===== src/rtl/ascon_pack.sv =====
// Shared Ascon definitions: padding constants, rate size and the
// state encoding used by the data feeder.
package ascon_pack;

    localparam logic [7:0]  ASCON_PAD_BYTE   = 8'h80;
    localparam int          ASCON_RATE_BYTES = 8;
    localparam logic [63:0] ASCON_PAD_BLOCK  = 64'h8000_0000_0000_0000;

    typedef enum logic [1:0] {
        IDLE,
        FILL,
        PRESENT,
        PAD_ONLY
    } type_feeder_state;

endpackage


===== src/rtl/ascon_pad_buffer.sv =====
// Byte-indexed 64-bit block register with byte/pad writes and a fill counter.
// Ports: clock_i/resetb_i, clear_i, wr_byte_i, wr_pad_i, byte_i -> data_o, cnt_o.
module ascon_pad_buffer
    import ascon_pack::*;
(
    input  logic        clock_i,
    input  logic        resetb_i,
    input  logic        clear_i,
    input  logic        wr_byte_i,
    input  logic        wr_pad_i,
    input  logic [7:0]  byte_i,
    output logic [63:0] data_o,
    output logic [3:0]  cnt_o
);

    logic [63:0] r_data;
    logic [3:0]  r_cnt;
    logic [63:0] w_data;
    logic [3:0]  w_cnt;
    logic [3:0]  w_cnt_inc;

    assign w_cnt_inc = r_cnt + 4'd1;

    // Pad byte lands one slot after the byte written this cycle;
    // slots beyond it stay zero because the buffer is cleared first.
    always_comb begin
        w_data = r_data;
        w_cnt  = r_cnt;
        if (clear_i) begin
            w_data = '0;
            w_cnt  = '0;
        end else if (wr_byte_i) begin
            for (int i = 0; i < ASCON_RATE_BYTES; i++) begin
                if (r_cnt == 4'(i))
                    w_data[63-8*i -: 8] = byte_i;
                if (wr_pad_i && w_cnt_inc == 4'(i))
                    w_data[63-8*i -: 8] = ASCON_PAD_BYTE;
            end
            w_cnt = w_cnt_inc;
        end
    end

    always_ff @(posedge clock_i or negedge resetb_i) begin
        if (!resetb_i) begin
            r_data <= '0;
            r_cnt  <= '0;
        end else begin
            r_data <= w_data;
            r_cnt  <= w_cnt;
        end
    end

    assign data_o = r_data;
    assign cnt_o  = r_cnt;

endmodule


===== src/rtl/ascon_data_feeder.sv =====
// Packs a byte stream into padded 64-bit big-endian blocks for the Ascon core.
// Ports: start/empty control, byte valid/ready input, data/valid/last/nb to core, ack, busy.
module ascon_data_feeder
    import ascon_pack::*;
#(
    parameter int BLOCK_BYTES = 8
) (
    input  logic        clock_i,
    input  logic        resetb_i,
    input  logic        start_i,
    input  logic        empty_i,
    input  logic [7:0]  byte_i,
    input  logic        byte_valid_i,
    input  logic        byte_last_i,
    output logic        byte_ready_o,
    output logic [63:0] data_o,
    output logic        data_valid_o,
    output logic        data_last_o,
    output logic [3:0]  nb_bytes_o,
    input  logic        data_ack_i,
    output logic        busy_o
);

    type_feeder_state r_state;
    type_feeder_state w_state;

    logic        r_pad_pending;
    logic        r_last;
    logic [3:0]  r_nb;
    logic        w_pad_pending;
    logic        w_last;
    logic [3:0]  w_nb;

    logic        w_clear;
    logic        w_wr_byte;
    logic        w_wr_pad;
    logic        w_xfer;
    logic        w_final_slot;
    logic [63:0] w_buf;
    logic [3:0]  w_cnt;

    ascon_pad_buffer u_buf (
        .clock_i   (clock_i),
        .resetb_i  (resetb_i),
        .clear_i   (w_clear),
        .wr_byte_i (w_wr_byte),
        .wr_pad_i  (w_wr_pad),
        .byte_i    (byte_i),
        .data_o    (w_buf),
        .cnt_o     (w_cnt)
    );

    assign w_xfer       = byte_valid_i && (r_state == FILL);
    assign w_final_slot = (w_cnt == 4'(BLOCK_BYTES - 1));

    always_comb begin
        w_state       = r_state;
        w_pad_pending = r_pad_pending;
        w_last        = r_last;
        w_nb          = r_nb;
        w_clear       = 1'b0;
        w_wr_byte     = 1'b0;
        w_wr_pad      = 1'b0;
        if (start_i) begin
            // Restart wins over any same-cycle ack or byte transfer.
            w_clear       = 1'b1;
            w_pad_pending = 1'b0;
            w_last        = 1'b0;
            w_nb          = '0;
            w_state       = empty_i ? PAD_ONLY : FILL;
        end else begin
            unique case (r_state)
                IDLE: begin
                end
                FILL: begin
                    if (w_xfer) begin
                        w_wr_byte = 1'b1;
                        if (w_final_slot) begin
                            // Full block; a last byte here needs a
                            // separate pad-only block afterwards.
                            w_state       = PRESENT;
                            w_last        = 1'b0;
                            w_nb          = 4'(BLOCK_BYTES);
                            w_pad_pending = byte_last_i;
                        end else if (byte_last_i) begin
                            w_wr_pad = 1'b1;
                            w_state  = PRESENT;
                            w_last   = 1'b1;
                            w_nb     = w_cnt + 4'd1;
                        end
                    end
                end
                PRESENT: begin
                    if (data_ack_i) begin
                        if (r_pad_pending) begin
                            w_state       = PAD_ONLY;
                            w_pad_pending = 1'b0;
                        end else if (r_last) begin
                            w_state = IDLE;
                        end else begin
                            w_state = FILL;
                            w_clear = 1'b1;
                        end
                    end
                end
                PAD_ONLY: begin
                    if (data_ack_i)
                        w_state = IDLE;
                end
                default: w_state = IDLE;
            endcase
        end
    end

    always_ff @(posedge clock_i or negedge resetb_i) begin
        if (!resetb_i) begin
            r_state       <= IDLE;
            r_pad_pending <= 1'b0;
            r_last        <= 1'b0;
            r_nb          <= '0;
        end else begin
            r_state       <= w_state;
            r_pad_pending <= w_pad_pending;
            r_last        <= w_last;
            r_nb          <= w_nb;
        end
    end

    always_comb begin
        byte_ready_o = (r_state == FILL);
        data_valid_o = (r_state == PRESENT) || (r_state == PAD_ONLY);
        data_o       = (r_state == PAD_ONLY) ? ASCON_PAD_BLOCK : w_buf;
        data_last_o  = (r_state == PRESENT) ? r_last : (r_state == PAD_ONLY);
        nb_bytes_o   = (r_state == PRESENT) ? r_nb : 4'd0;
        busy_o       = (r_state != IDLE);
    end

endmodule

===== config.mk =====
export PLATFORM = sky130hd
export DESIGN_NAME = ascon_data_feeder
export DESIGN_NICKNAME = d
export VERILOG_FILES = /design/src/rtl/ascon_pack.sv /design/src/rtl/ascon_pad_buffer.sv /design/src/rtl/ascon_data_feeder.sv
export SDC_FILE = /design/constraint.sdc
export NUM_CORES = 1
export LEC_CHECK = 0
export ABC_AREA = 1
export CORE_ASPECT_RATIO = 0.5
export CORE_UTILIZATION = 52
export CTS_CLUSTER_DIAMETER = 30
export DETAILED_ROUTE_END_ITERATION = 10
export PLACE_DENSITY_LB_ADDON = 0.05
export SETUP_SLACK_MARGIN = 0.05
export SLEW_MARGIN = 20
export SYNTH_ARGS = -nofsm -noshare
export SYNTH_HDL_FRONTEND = slang
export SYNTH_HIERARCHICAL = 1
export SYNTH_SLANG_ARGS = --single-unit

===== constraint.sdc =====
create_clock -name clock_i -period 2.6 [get_ports clock_i]
set_input_delay 0.78 -clock clock_i [delete_from_list [all_inputs] [get_ports clock_i]]
set_output_delay 0.78 -clock clock_i [all_outputs]
set_load 0.02 [all_outputs]

==> metrics.txt <==
# TYPE chip_impl_metric gauge
chip_impl_metric{name="synth_edf_count",unit=""} 0
chip_impl_metric{name="initial_antenna_violation_count",unit=""} 0
chip_impl_metric{name="clock.fmax",unit="GHz"} 0.405
chip_impl_metric{name="final.min_clock_period",unit="ns"} 2.47
chip_impl_metric{name="vias_per_cell",unit=""} 4.96
chip_impl_metric{name="floorplan.die.width",unit="µm"} 132
chip_impl_metric{name="area_of_the_die",unit="mm²"} 0.00881
chip_impl_metric{name="cellLeakagePower",unit="nW"} 3.36
chip_impl_info{name="most_common_cell_after_layout_fill_and_taps_aside",value="nand2_1"} 1
chip_impl_metric{name="yosys_warnings",unit=""} 6
chip_impl_metric{name="post-route-cell-area",unit="mm²"} 0.00586
chip_impl_metric{name="cts_buffers",unit=""} 9
chip_impl_metric{name="antenna_violating_nets_post_route",unit=""} 0
chip_impl_info{name="final_cell_mix",value="nand2_1, inv_1, nor2_1"} 1
chip_impl_metric{name="timing.slew.headroom",unit="%"} 43.1
chip_impl_metric{name="globalRouteOverflowTotal",unit=""} 0
chip_impl_info{name="critical_path_class",value="register to output port"} 1
chip_impl_metric{name="total_via_count_after_detailed_routing",unit=""} 4168
chip_impl_info{name="crit_path_end_kind",value="output port"} 1
chip_impl_metric{name="initial_core_utilization",unit="%"} 54.1
chip_impl_metric{name="core_region_area",unit="mm²"} 0.00809
chip_impl_metric{name="synth_cell_types",unit=""} 27
chip_impl_info{name="outcome",value="completed"} 1
chip_impl_metric{name="initialDrtViolationCount",unit=""} 250
chip_impl_metric{name="worst_skew_pair.late_latency",unit="ns"} 0.33
chip_impl_metric{name="final_number_of_setup_violating_endpoints",unit=""} 0
chip_impl_metric{name="dp.final_hpwl",unit="mm"} 7.90
chip_impl_metric{name="grt_max_degree",unit=""} 38
chip_impl_info{name="worstHoldPathType",value="primary input to async pin"} 1
chip_impl_metric{name="groute.usage.overall",unit="%"} 26.6
chip_impl_metric{name="finish.net_count",unit=""} 748
chip_impl_metric{name="clkSinkCount",unit=""} 76
chip_impl_metric{name="clk_path_buf_depth",unit=""} 2
chip_impl_info{name="grt_setup_unrepaired",value="no"} 1
chip_impl_metric{name="netlist_area",unit="mm²"} 0.00437
chip_impl_metric{name="route.final.wire_length",unit="mm"} 10.9
chip_impl_metric{name="synth.net_count",unit=""} 625
chip_impl_metric{name="clk_pin_slew_worst_paths",unit="ns"} 0.06
chip_impl_metric{name="grt_pass1_vias",unit=""} 3759
chip_impl_metric{name="critical_path_required",unit="ns"} 1.82
chip_impl_metric{name="final_hold_viol_count",unit=""} 0
chip_impl_metric{name="post_cts.repair.setup_buffers",unit=""} 0
chip_impl_metric{name="async_flop_share",unit="%"} 100
chip_impl_metric{name="drive_above_1_share",unit="%"} 13.7
chip_impl_metric{name="seq_area_frac_synth",unit="%"} 43.5
chip_impl_metric{name="antennaDiodeCount",unit=""} 0
chip_impl_metric{name="gp_congestion",unit=""} 0.913
chip_impl_info{name="tritoncts",value="built"} 1
chip_impl_metric{name="grt_pass1_wl",unit="mm"} 18.2
chip_impl_metric{name="fin_ws",unit="ns"} 0.129
chip_impl_metric{name="critical_path_data_arrival_time",unit="ns"} 1.69
chip_impl_metric{name="final_max_slew_viol_count",unit=""} 0
chip_impl_metric{name="syn_inst",unit=""} 601
chip_impl_metric{name="min_period_over_period",unit="%"} 95.1
chip_impl_metric{name="layout_stage_area_growth_over_the_synthesis_result",unit="%"} 33.9
chip_impl_info{name="synth_ff_type",value="dfrtp_1"} 1
chip_impl_metric{name="timing_worst_slew_pin_value",unit="ns"} 0.850
chip_impl_metric{name="drc_errors",unit=""} 0
chip_impl_metric{name="dpl_cell_area",unit="mm²"} 0.00560
chip_impl_metric{name="die_height",unit="µm"} 66.9
chip_impl_metric{name="drt-pass1-iter-count",unit=""} 5
chip_impl_metric{name="critical_path.max_fanout",unit=""} 6
chip_impl_metric{name="ys_ff_latch",unit=""} 76
chip_impl_metric{name="ir_drop",unit="mV"} 0.625
chip_impl_metric{name="max_cap_violations",unit=""} 0
chip_impl_info{name="critPathLaunchType",value="register"} 1
chip_impl_metric{name="finClkSkew",unit="ns"} 0.00374
chip_impl_metric{name="dp_slack",unit="ns"} -0.104
chip_impl_metric{name="syn-mean-instance-area",unit="µm²"} 7.28
chip_impl_metric{name="port_buffers",unit=""} 86
chip_impl_metric{name="drt-wirelength-per-cell",unit="µm"} 13.0
chip_impl_metric{name="power.total",unit="mW"} 4.61
chip_impl_metric{name="power.density",unit="mW/mm²"} 787
chip_impl_metric{name="placement_rows",unit=""} 23
chip_impl_metric{name="worst_hold_slack",unit="ns"} 0.440
chip_impl_metric{name="fin_setup_tns",unit="ns"} 0
chip_impl_metric{name="pin_count",unit=""} 87
chip_impl_metric{name="cts_max_level",unit=""} 3
chip_impl_info{name="cts_root_cell",value="clkbuf_16"} 1
## logic make-up (layout without fill, tap and decap cells)
logic type / count (synthesis) / count (layout) / synth area share, %
AO/OA/AOI/OAI: 31 / 31 / 4.18
adder cells (fa/ha/maj): 9 / 9 / 2.57
buffers and inverters: 119 / 247 / 11.6
XOR/XNOR: 2 / 2 / 0.744
flip-flops: 76 / 76 / 43.5
AND/OR/NAND/NOR: 364 / 364 / 37.4
## repair_timing
item | in CTS | in global routing
hold buffers | 0 | 0
endpoints found under the setup margin | 65 | 46
gates resized for setup | 65 | 7
## cells in the mapped netlist, types with 3 or more instances
| master | instances | area (µm²) |
|---|---|---|
| nand2_2 | 9 | 56.3 |
| nand2_1 | 185 | 694 |
| nand3_2 | 3 | 30.0 |
| nand3_1 | 22 | 110 |
| o21ai_0 | 15 | 75.1 |
| dfrtp_1 | 76 | 1900 |
| nand4_2 | 6 | 75.1 |
| nand4_1 | 44 | 275 |
| nor2_1 | 89 | 334 |
| o21ai_1 | 4 | 20.0 |
| buf_6 | 7 | 78.8 |
| ha_1 | 9 | 113 |
| a21oi_1 | 4 | 20.0 |
| clkbuf_1 | 8 | 30.0 |
| inv_2 | 3 | 11.3 |
| inv_1 | 96 | 360 |
| o21ai_2 | 7 | 61.3 |
## registers in the layout (all words and copies together) (netlist names)
signal         count
r_last             1
r_nb               4
r_pad_pending      1
r_state            2
u_buf/cnt_o        4
u_buf/data_o      64
## power by group
part           internal [mW]  switching [mW]  total (mW)  leakage, nW
clock network          0.847           0.503        1.35        0.156
registers               1.40           0.131        1.53         1.00
logic                  0.645            1.08        1.73         2.20
## routing by layer
layer  track usage (%)  vias up  wire length, µm
li1                  -     2118                -
met1              38.7     1905             5480
met2              40.0      134             4680
met3              4.95       11              637
met4              7.99        0              110
met5                 0        -                0
## layout make-up
type | instances | area [µm²]
clock buffer | 9 | 225
clock inverter | 7 | 98.8
fill | 683 | 2230
inverter | 100 | 375
multi-input combinational | 406 | 1970
sequential | 76 | 1900
tap | 112 | 140
timing repair buffer | 131 | 1150
## stage by stage
| step | instances | utilization, % |
|---|---|---|
| floorplan | 601 | - |
| global placement | 825 | 69.2 |
| detailed placement | 825 | 69.2 |
| CTS | 841 | 72.2 |
| global route | 841 | 72.4 |
| finish | 841 | 72.4 |
## final timing paths
check                      cells past startpoint  slack (ns)                         start                           end
setup / recovery                               3        0.13        r_state[1]$_DFFE_PN0P_                  byte_ready_o
hold / removal                                 1        0.44                      resetb_i  u_buf/data_o[13]$_DFFE_PN0P_
setup reg to reg                              10        0.37        r_state[1]$_DFFE_PN0P_  u_buf/data_o[24]$_DFFE_PN0P_
hold reg to reg                                2        0.47  u_buf/data_o[48]$_DFFE_PN0P_  u_buf/data_o[48]$_DFFE_PN0P_
max in group asynchronous                      2        1.43                      resetb_i  u_buf/data_o[63]$_DFFE_PN0P_
min in group clock_i                           2        0.47  u_buf/data_o[48]$_DFFE_PN0P_  u_buf/data_o[48]$_DFFE_PN0P_
## critical path: stages (launching register included)
cell and delay, ns:
dfrtp_1 0.38, buf_4 0.16, nor2_1 0.19, clkdlybuf4s50_1 0.64
Note: power is estimated with default switching activity, not from simulation.
